## src/rtl/fetch_unit.sv

```systemverilog
// Instruction-fetch stage: owns PC and IR, runs a req/ack fetch from instruction
// memory on the controller's loadIR strobe and decodes opcode/operand from IR.
module fetch_unit #(
  parameter int            AW       = 8,
  parameter int            IW       = 12,
  parameter logic [AW-1:0] RESET_PC = '0,
  parameter int            TIMEOUT  = 15
) (
  input  logic          clk,
  input  logic          rst_n,
  input  logic          en,
  input  logic          loadIR,
  input  logic          loadPC,
  input  logic          incPC,
  input  logic [AW-1:0] target,
  output logic          imem_req,
  output logic [AW-1:0] imem_addr,
  input  logic          imem_ack,
  input  logic [IW-1:0] imem_rdata,
  output logic [AW-1:0] pc,
  output logic [3:0]    opcode,
  output logic [IW-5:0] operand,
  output logic          ir_valid,
  output logic          busy,
  output logic          fetch_err
);

  localparam int            CW     = (TIMEOUT > 0) ? $clog2(TIMEOUT + 1) : 1;
  localparam logic [CW-1:0] TO_LIM = CW'(TIMEOUT);

  typedef enum logic {IDLE, FETCH} state_t;

  state_t        state;
  logic [IW-1:0] ir;
  logic [CW-1:0] cnt;
  logic [CW-1:0] cnt_nxt;
  logic          timed_out;

  assign cnt_nxt   = cnt + 1'b1;
  assign timed_out = (TIMEOUT != 0) && (cnt_nxt == TO_LIM);

  assign opcode  = ir[IW-1 -: 4];
  assign operand = ir[IW-5:0];

  always_ff @(posedge clk or negedge rst_n) begin
    if (!rst_n) begin
      state     <= IDLE;
      pc        <= RESET_PC;
      ir        <= '0;
      cnt       <= '0;
      imem_req  <= 1'b0;
      imem_addr <= RESET_PC;
      ir_valid  <= 1'b0;
      busy      <= 1'b0;
      fetch_err <= 1'b0;
    end else begin
      // PC update is independent of the fetch FSM; the request keeps its own latched address.
      if (en) begin
        if (loadPC)
          pc <= target;
        else if (incPC)
          pc <= pc + 1'b1;
      end

      case (state)
        IDLE: begin
          if (en && loadIR) begin
            imem_addr <= pc;
            imem_req  <= 1'b1;
            busy      <= 1'b1;
            ir_valid  <= 1'b0;
            fetch_err <= 1'b0;
            cnt       <= '0;
            state     <= FETCH;
          end
        end
        FETCH: begin
          if (imem_ack) begin
            ir       <= imem_rdata;
            ir_valid <= 1'b1;
            imem_req <= 1'b0;
            busy     <= 1'b0;
            state    <= IDLE;
          end else begin
            cnt <= cnt_nxt;
            if (timed_out) begin
              imem_req  <= 1'b0;
              busy      <= 1'b0;
              fetch_err <= 1'b1;
              state     <= IDLE;
            end
          end
        end
        default: state <= IDLE;
      endcase
    end
  end

endmodule

```

## config.mk

```make
export PLATFORM = sky130hd
export DESIGN_NAME = fetch_unit
export DESIGN_NICKNAME = d
export VERILOG_FILES = /design/src/rtl/fetch_unit.sv
export SDC_FILE = /design/constraint.sdc
export NUM_CORES = 1
export LEC_CHECK = 0
export CAP_MARGIN = 20
export CORE_UTILIZATION = 45
export DETAILED_ROUTE_END_ITERATION = 6
export MAX_ROUTING_LAYER = met4
export PLACE_DENSITY = 0.89
export SLEW_MARGIN = 25
export SYNTH_ARGS = -nofsm -noshare
export SYNTH_HDL_FRONTEND = slang
export SYNTH_SLANG_ARGS = --single-unit
```

## constraint.sdc

```tcl
create_clock -name clk -period 1.74 [get_ports clk]
set_clock_uncertainty 0.15 [all_clocks]
set_input_delay 0.348 -clock clk [delete_from_list [all_inputs] [get_ports clk]]
set_output_delay 0.348 -clock clk [all_outputs]
set_load 0.03 [all_outputs]
```

Word level (Yosys, flattened, before mapping)
Cells that the tools add are included.
Storage, ports and cells
  memory bits (read-only): 0
  bits in registers: 36
  output and inout bits: 32
  memories: 0
  bits in latches: 0
  input port bits: 27
  bits in writable memories: 0
Cells by class
  bitwise logic cells: 1
  mux-type cells: 19
  divide/modulo/power cells: 0
  shift operators: 0
  eq/ne operators: 6
  $mul: 0
  reduce and logical (&&, ||, !) cells: 9
  add/sub/neg operators: 2
  $lt $le $gt $ge: 0
Operators with widths (number)
  8-bit two-way mux: 2
  2-bit AND reduction: 6
  1-bit two-way mux: 10
  8-bit by 1-bit adder with 8-bit output, second input constant: 1
  4-bit two-way mux: 2
  1-bit one-hot mux with 2 select lines: 4
  4-bit one-hot mux with 2 select lines: 1
  2-bit inequality test, second input constant: 3
  4-bit by 1-bit adder with 4-bit output, second input constant: 1
  4-bit equality test, second input constant: 1
  3-bit by 2-bit inequality test with 1-bit output, second input constant: 1
  3-bit AND reduction: 1
  2-bit by 1-bit inequality test with 1-bit output, second input constant: 1
  2-bit nonzero test: 1
  1-bit logical AND: 1
  1-bit inverter: 1

Logic depth before layout (Yosys ltp)
Gate-level depths: netlist of the first run.
  depth after elaboration: 5
  mapped depth: 5

Least setup slack after synthesis of the first run
No wires, ideal clock.
  path type: register to register
  start: reg pc[0]
  end: reg pc[6]
  path slack: 0.151 ns
  cell stages (with the launch flop): 5
  data required time: 1.510 ns
  arrival time: 1.359 ns
  setup time: 0.080 ns
  cell sequence: dfrtp_1 -> ha_1 -> nand2_1 -> o41a_1 -> o211ai_2
On the way
  longest elaborated chain between the ends: 3
RTL lines
  start: declaration: line 20  | output logic [AW-1:0] pc,
  start signal: assignment: line 60  | pc <= target;
  start signal: assignment: line 62  | pc <= pc + 1'b1;
  8-bit by 1-bit adder with 8-bit output: line 62
  8-bit two-way mux: line 61  | else if (incPC)
  8-bit two-way mux: line 59  | if (loadPC)
No other way between the ends. The select of a mux whose other input is x is not followed.
A chain may end at the register's enable or synchronous reset.

Final worst setup path of the first run
  start: reg pc[6]
  end: out pc[6]
No word-level cell between the ends.

==> results.yml, run 1 <==
timing:
  slew-limit-headroom_pct: 70.5
  fin_tns_setup_ns: 0
  fmax_mhz: 612
  setup_viol: 0
  report.final.slew_viol_count: 0
  tightest_slew_ns: 0.442
  post-route-period-util_pct: 93.9
  rsz0062_at_grt: "false"
  period_minus_slack_ns: 1.63
  hold_viol: 0
die:
  die_w_um: 64.3
  io_pins: 59
  start_util_pct: 47.4
  dieArea_sq_um: 4130
  core_sq_um: 3690
  die_height_um: 64.3
  fp-row-count: 22
route:
  vias: 1536
  drc: 0
  first_iter_violations: 71
  routedWlPerCell_um: 13.5
  detail-route-antenna-nets: 0
  vias_per_cell: 5.24
  drtPass1Iterations: 4
  wl_mm: 3.96
clock_tree:
  clock-sinks: 36
  clockBufferDepth: 2
  cts_made_buffers: 5
  cts_root_buf: "clkbuf_8"
  post_cts_buffers: 0
  clkLatencyLatePin_ns: 0.29
  cts_tree: "built"
  clkSlewWorstSetupHoldPaths_ns: 0.07
  cts-htree-levels: 2
global_routing:
  antenna_found_initial: 0
  grt_pass1_wl_mm: 6.54
  track_usage_pct: 21.6
  grt_max_degree: 37
  grt-ovfl-total: 0
  grt_pass1_vias: 1448
layout:
  antenna_cells: 0
  final_cell_area_sq_um: 2540
  layout-drive-gt1-share_pct: 19.2
  fin_cells: 293
  area_growth_pct: 45.7
  num-nets-final: 274
synthesis:
  synth-edff-count: 0
  synthDistinctLibCells: 38
  netlist.area_leader.share_pct: 51.6
  syn_area_sq_um: 1750
  synth_nets: 198
  synth.most_common_cell: "dfrtp_1"
  syn_area_per_cell_sq_um: 10.4
  synth_area_leaders: "dfrtp_1 (52%), mux2_2 (7.7%), nand2_1 (7.3%)"
  synth_ff_type: "dfrtp_1"
  yosysWarnings: 0
  synth_largest_area_cell: "dfrtp_1"
  synthTopCellsByCount: "dfrtp_1 (36), nand2_1 (34), o21ai_0 (13)"
  ys_async_sr_fraction_pct: 100
  synthCells: 168
  ys_ff_latch: 36
  seq_area_frac_synth_pct: 51.6
setup_path:
  worst-setup-path-type: "flip-flop to primary output"
  rr_startpoint: "pc[0]"
  cp-start-kind: "flip-flop"
  crit_path_end_kind: "primary output"
  cp.arrival_ns: 1.14
  slowest_delay_ns: 0.43
  crit_start: "pc[6]"
  worstPathCellList: "dlygate4sd2_1"
  critPathTopFamily: "flip-flops"
  crit_required_ns: 1.24
  path_max_fanout: 6
  critPathBufInv: 1
  worst_path_max_delay_cell: "dfrtp_1"
power:
  leakage_nw: 1.20
  peakVddDrop_uv: 988
  p_total_mw: 3.96
  p_per_area_nw_per_um2: 1560
hold_path:
  min_from: "ir_valid"
  hp-class: "flip-flop to flip-flop"
placed_design:
  dpl.hpwl_mm: 2.89
  placed_area_sq_um: 2460
  dp.cells: 284
  place.gp.congestion: 0.965
  portBuffers: 58
flow_run:
  cap_violations: 0
status:
  status: "completed"
[layer usage]
layer  wire [um]  GRT usage, %  part of all wire [%]  vias up
met4          25          6.39                  0.63        0
met1        1740          26.7                    44      729
met5           0             -                     0        -
li1            -             -                     -      744
met2        1910          33.9                    48       59
met3         286          6.79                   7.2        4
[registers in the layout (all words and copies together), names as in the netlist]
signal	cells
ir	12
imem_addr	8
busy	1
ir_valid	1
cnt	4
state	1
pc	8
fetch_err	1
[cell families (layout without fill, tap and decap cells)]
| family | after synthesis | after routing | synth area share [%] |
|---|---|---|---|
| flip-flops | 36 | 36 | 51.6 |
| XOR/XNOR | 1 | 1 | 0.502 |
| AND/OR/NAND/NOR | 63 | 63 | 18.1 |
| adder cells (fa/ha/maj) | 3 | 3 | 2.15 |
| AO/OA/AOI/OAI | 36 | 36 | 13.3 |
| multiplexers | 14 | 14 | 8.88 |
| buffers and inverters | 15 | 92 | 5.52 |
[report_power, final]
| group | total [mW] | switching, mW | internal, mW |
|---|---|---|---|
| combinational | 1.85 | 1.11 | 0.742 |
| sequential | 1.39 | 0.217 | 1.17 |
| clock | 0.725 | 0.301 | 0.424 |
[layout make-up]
| cell class | count | area [sq um] |
|---|---|---|
| Clock inverter | 3 | 42.5 |
| Tap cell | 48 | 60.1 |
| Fill cell | 318 | 1140 |
| Sequential cell | 36 | 901 |
| Multi-Input combinational cell | 117 | 749 |
| Timing Repair Buffer | 78 | 701 |
| Clock buffer | 5 | 68.8 |
| Inverter | 6 | 22.5 |
[placed cells by master (no fill, tap or decap), types with 2 or more instances in the layout]
master / synthesis / layout
dfrtp_1: 36 / 36
nand2_1: 34 / 34
dlygate4sd2_1: 0 / 32
clkdlybuf4s50_1: 0 / 25
buf_4: 4 / 18
o21ai_0: 13 / 13
mux2_2: 12 / 12
inv_1: 6 / 6
a21oi_1: 6 / 6
nand3_1: 5 / 5
nor2_1: 5 / 5
clkbuf_8: 0 / 5
nand3b_1: 4 / 4
nand2b_1: 3 / 3
nor2b_1: 3 / 3
ha_1: 3 / 3
o21ai_1: 2 / 2
and3_1: 2 / 2
a22oi_1: 2 / 2
o211ai_1: 2 / 2
a31oi_1: 2 / 2
mux2i_1: 2 / 2
[through the flow]
stage / utilization [%] / setup WS [ns] / hold slack (ns)
final: 69.0 / 0.105 / 0.331
after global routing: 69.0 / 0.0719 / 0.354
after CTS: 69.0 / 0.0966 / 0.333
after detailed placement: 66.8 / -0.0503 / 0.269
after global placement: 66.8 / 0.00536 / 0.262
after floorplan: - / 0.151 / -0.0976
[final timing paths]
check                               end  cells past startpoint  slack [ns]
min                            ir_valid                      2        0.33
min reg2reg                    ir_valid                      2        0.33
max in group asynchronous         pc[4]                      3        0.66
min in group asynchronous  imem_addr[0]                      3        0.47
max                               pc[6]                      1        0.11
max reg2reg                       pc[6]                      5        0.18
[what timing repair did]
item / 4_1_cts / 5_1_grt
setup endpoints to repair: 32 / 0
gates resized for setup: 32 / 0
hold endpoints to repair: 36 / 0
hold buffers: 1 / 0
(Power assumes the default switching activity.)
==> inputs of run 2 (changes only) <==
- SETUP_SLACK_MARGIN: default -> 0.15
==> run 2 against run 1 <==
Compared with the run above:
- wire length up 0.38%
- maximum frequency up 1.5%
- total power up 1.2%
- register-to-register slack better by 0.07 ns
- sequential share of layout area down 0.36 points
- sequential power about the same
- first-iteration DRC count up 5.6%
- clock power about the same
- global-route usage unchanged
- critical path depth unchanged
- utilization up 0.71 points
- critical path type unchanged
- critical endpoint unchanged
- largest power group unchanged
- highest routed layer unchanged
==> results.yml, run 2 (synthesized netlist as in run 1, its figures left out) <==
route:
  vias: 1525
  drc: 0
  vias_per_cell: 5.20
  routedWlPerCell_um: 13.6
  detail-route-antenna-nets: 0
  wl_mm: 3.98
  drtPass1Iterations: 4
  first_iter_violations: 75
layout:
  final_common_cell: "dfrtp_1"
  area_growth_pct: 47.2
  multiInputGateArea_sq_um: 766
  antenna_cells: 0
  fillers: 310
  num-nets-final: 274
  layout_common_cells: "dfrtp_1 (36), nand2_1 (34), clkdlybuf4s50_1 (25)"
  seq_area_sq_um: 901
  layout-drive-gt1-share_pct: 21.2
  largest_reg_flops: 12
  reg_top3: "ir (12), imem_addr (8), pc (8)"
  regMostFlops: "ir"
timing:
  setup_viol: 0
  rsz0062_at_grt: "true"
  hold_viol: 0
  fin_ws_ns: 0.130
  holdWs_ns: 0.331
  report.final.slew_viol_count: 0
  tightest_slew_ns: 0.455
  period_minus_slack_ns: 1.61
  fmax_mhz: 621
  slew-limit-headroom_pct: 69.7
  post-route-period-util_pct: 92.6
placed_design:
  portBuffers: 58
  preCtsSetupSlack_ns: -0.0503
  dpl.hpwl_mm: 2.89
  place.gp.congestion: 0.965
clock_tree:
  clock-sinks: 36
  cts_made_buffers: 5
  cts_tree: "built"
  post_cts_buffers: 0
  cts_root_buf: "clkbuf_8"
  clkSlewWorstSetupHoldPaths_ns: 0.07
  clkLatencyLatePin_ns: 0.29
  clockBufferDepth: 2
  cts-htree-levels: 2
global_routing:
  grt_pass1_wl_mm: 6.54
  grt_pass1_vias: 1448
  antenna_found_initial: 0
  track_usage_pct: 21.6
  grt-ovfl-total: 0
  grt_max_degree: 37
setup_path:
  crit_required_ns: 1.24
  worst-setup-path-type: "flip-flop to primary output"
  critPathBufInv: 1
  cp-start-kind: "flip-flop"
  crit_path_end_kind: "primary output"
  critPathTopFamily: "flip-flops"
  worst_path_max_delay_cell: "dfrtp_1"
  slowest_delay_ns: 0.43
  reg2reg_slack_ns: 0.25
  cp.arrival_ns: 1.11
  worstPathCellList: "clkdlybuf4s15_1"
  path_max_fanout: 6
die:
  die_height_um: 64.3
  core_sq_um: 3690
  dieArea_sq_um: 4130
  die_w_um: 64.3
  fp-row-count: 22
  io_pins: 59
  start_util_pct: 47.4
power:
  power.share.clock_pct: 18.1
  leakage_nw: 1.20
  internal-power_mw: 2.37
  p_per_area_nw_per_um2: 1560
  switchingPower_mw: 1.64
  peakVddDrop_uv: 988
  p_sw_share_pct: 40.9
  combPwrFrac_pct: 47.1
  pwr-share-seq_pct: 34.8
flow_run:
  cap_violations: 0
hold_path:
  hp-class: "flip-flop to flip-flop"
status:
  status: "completed"
[run 2: cell types whose count changed in the layout (fill, tap and decap cells not counted), sizes merged]
| cell | before | now |
|---|---|---|
| clkbuf | 5 | 6 |
| clkdlybuf4s15 | 0 | 9 |
| dlygate4sd2 | 32 | 22 |
[run 2: area by class of cell]
type / instances / share of cell area (%)
Sequential cell: 36 / 35.0
Clock buffer: 5 / 2.68
Multi-Input combinational cell: 117 / 29.8
Timing Repair Buffer: 78 / 27.6
Inverter: 6 / 0.876
Clock inverter: 3 / 1.65
Tap cell: 48 / 2.34
[run 2: metal layers]
layer	GRT usage (%)	part of all wire (%)
met2	33.9	48
met3	6.79	6.9
met5	-	0
met4	6.39	1.1
met1	26.7	44
[run 2: metrics by stage]
| stage | power, mW | area, sq um | TNS, ns | util [%] | cells |
|---|---|---|---|---|---|
| after detailed placement | 3.49 | 2460 | -0.0814 | 66.8 | 284 |
| after floorplan | 2.60 | 1750 | 0 | - | 168 |
| after CTS | 4.01 | 2550 | 0 | 69.1 | 293 |
| after global routing | 4.25 | 2570 | 0 | 69.7 | 293 |
| final | 4.01 | 2570 | 0 | 69.7 | 293 |
| after global placement | 3.43 | 2460 | 0 | 66.8 | 284 |
[run 2: worst register-to-register path: cells and delay by family (launching register included)]
family / cells / cell delay (ns)
AND/OR/NAND/NOR: 1 / 0.24
AO/OA/AOI/OAI: 2 / 0.46
flip-flops: 1 / 0.39
buffers and inverters: 1 / 0.17
[run 2: power by group through the flow]
stage	sequential, mW	combinational [mW]	clock, mW
4_1_cts	1.39	1.88	0.742
2_1_floorplan	2.00	0.605	0
5_1_grt	1.44	2.02	0.789
3_3_place_gp	1.40	2.03	0
6_report	1.39	1.89	0.726
3_5_place_dp	1.42	2.07	0
[run 2: final timing paths]
path                               start  endpoint  cells past startpoint
worst max register to register     pc[0]     pc[5]                      4
worst min-delay path            ir_valid  ir_valid                      2
worst max-delay path               pc[6]     pc[6]                      1
max in group asynchronous          rst_n     pc[4]                      3
min in group asynchronous          rst_n     pc[0]                      3
worst min register to register  ir_valid  ir_valid                      2
[run 2: timing repair]
item                       4_1_cts  5_1_grt
hold buffers                     1        0
hold endpoints to repair        36        0
resized for setup               36       12
pin swaps                        0        0
setup endpoints to repair       32       11
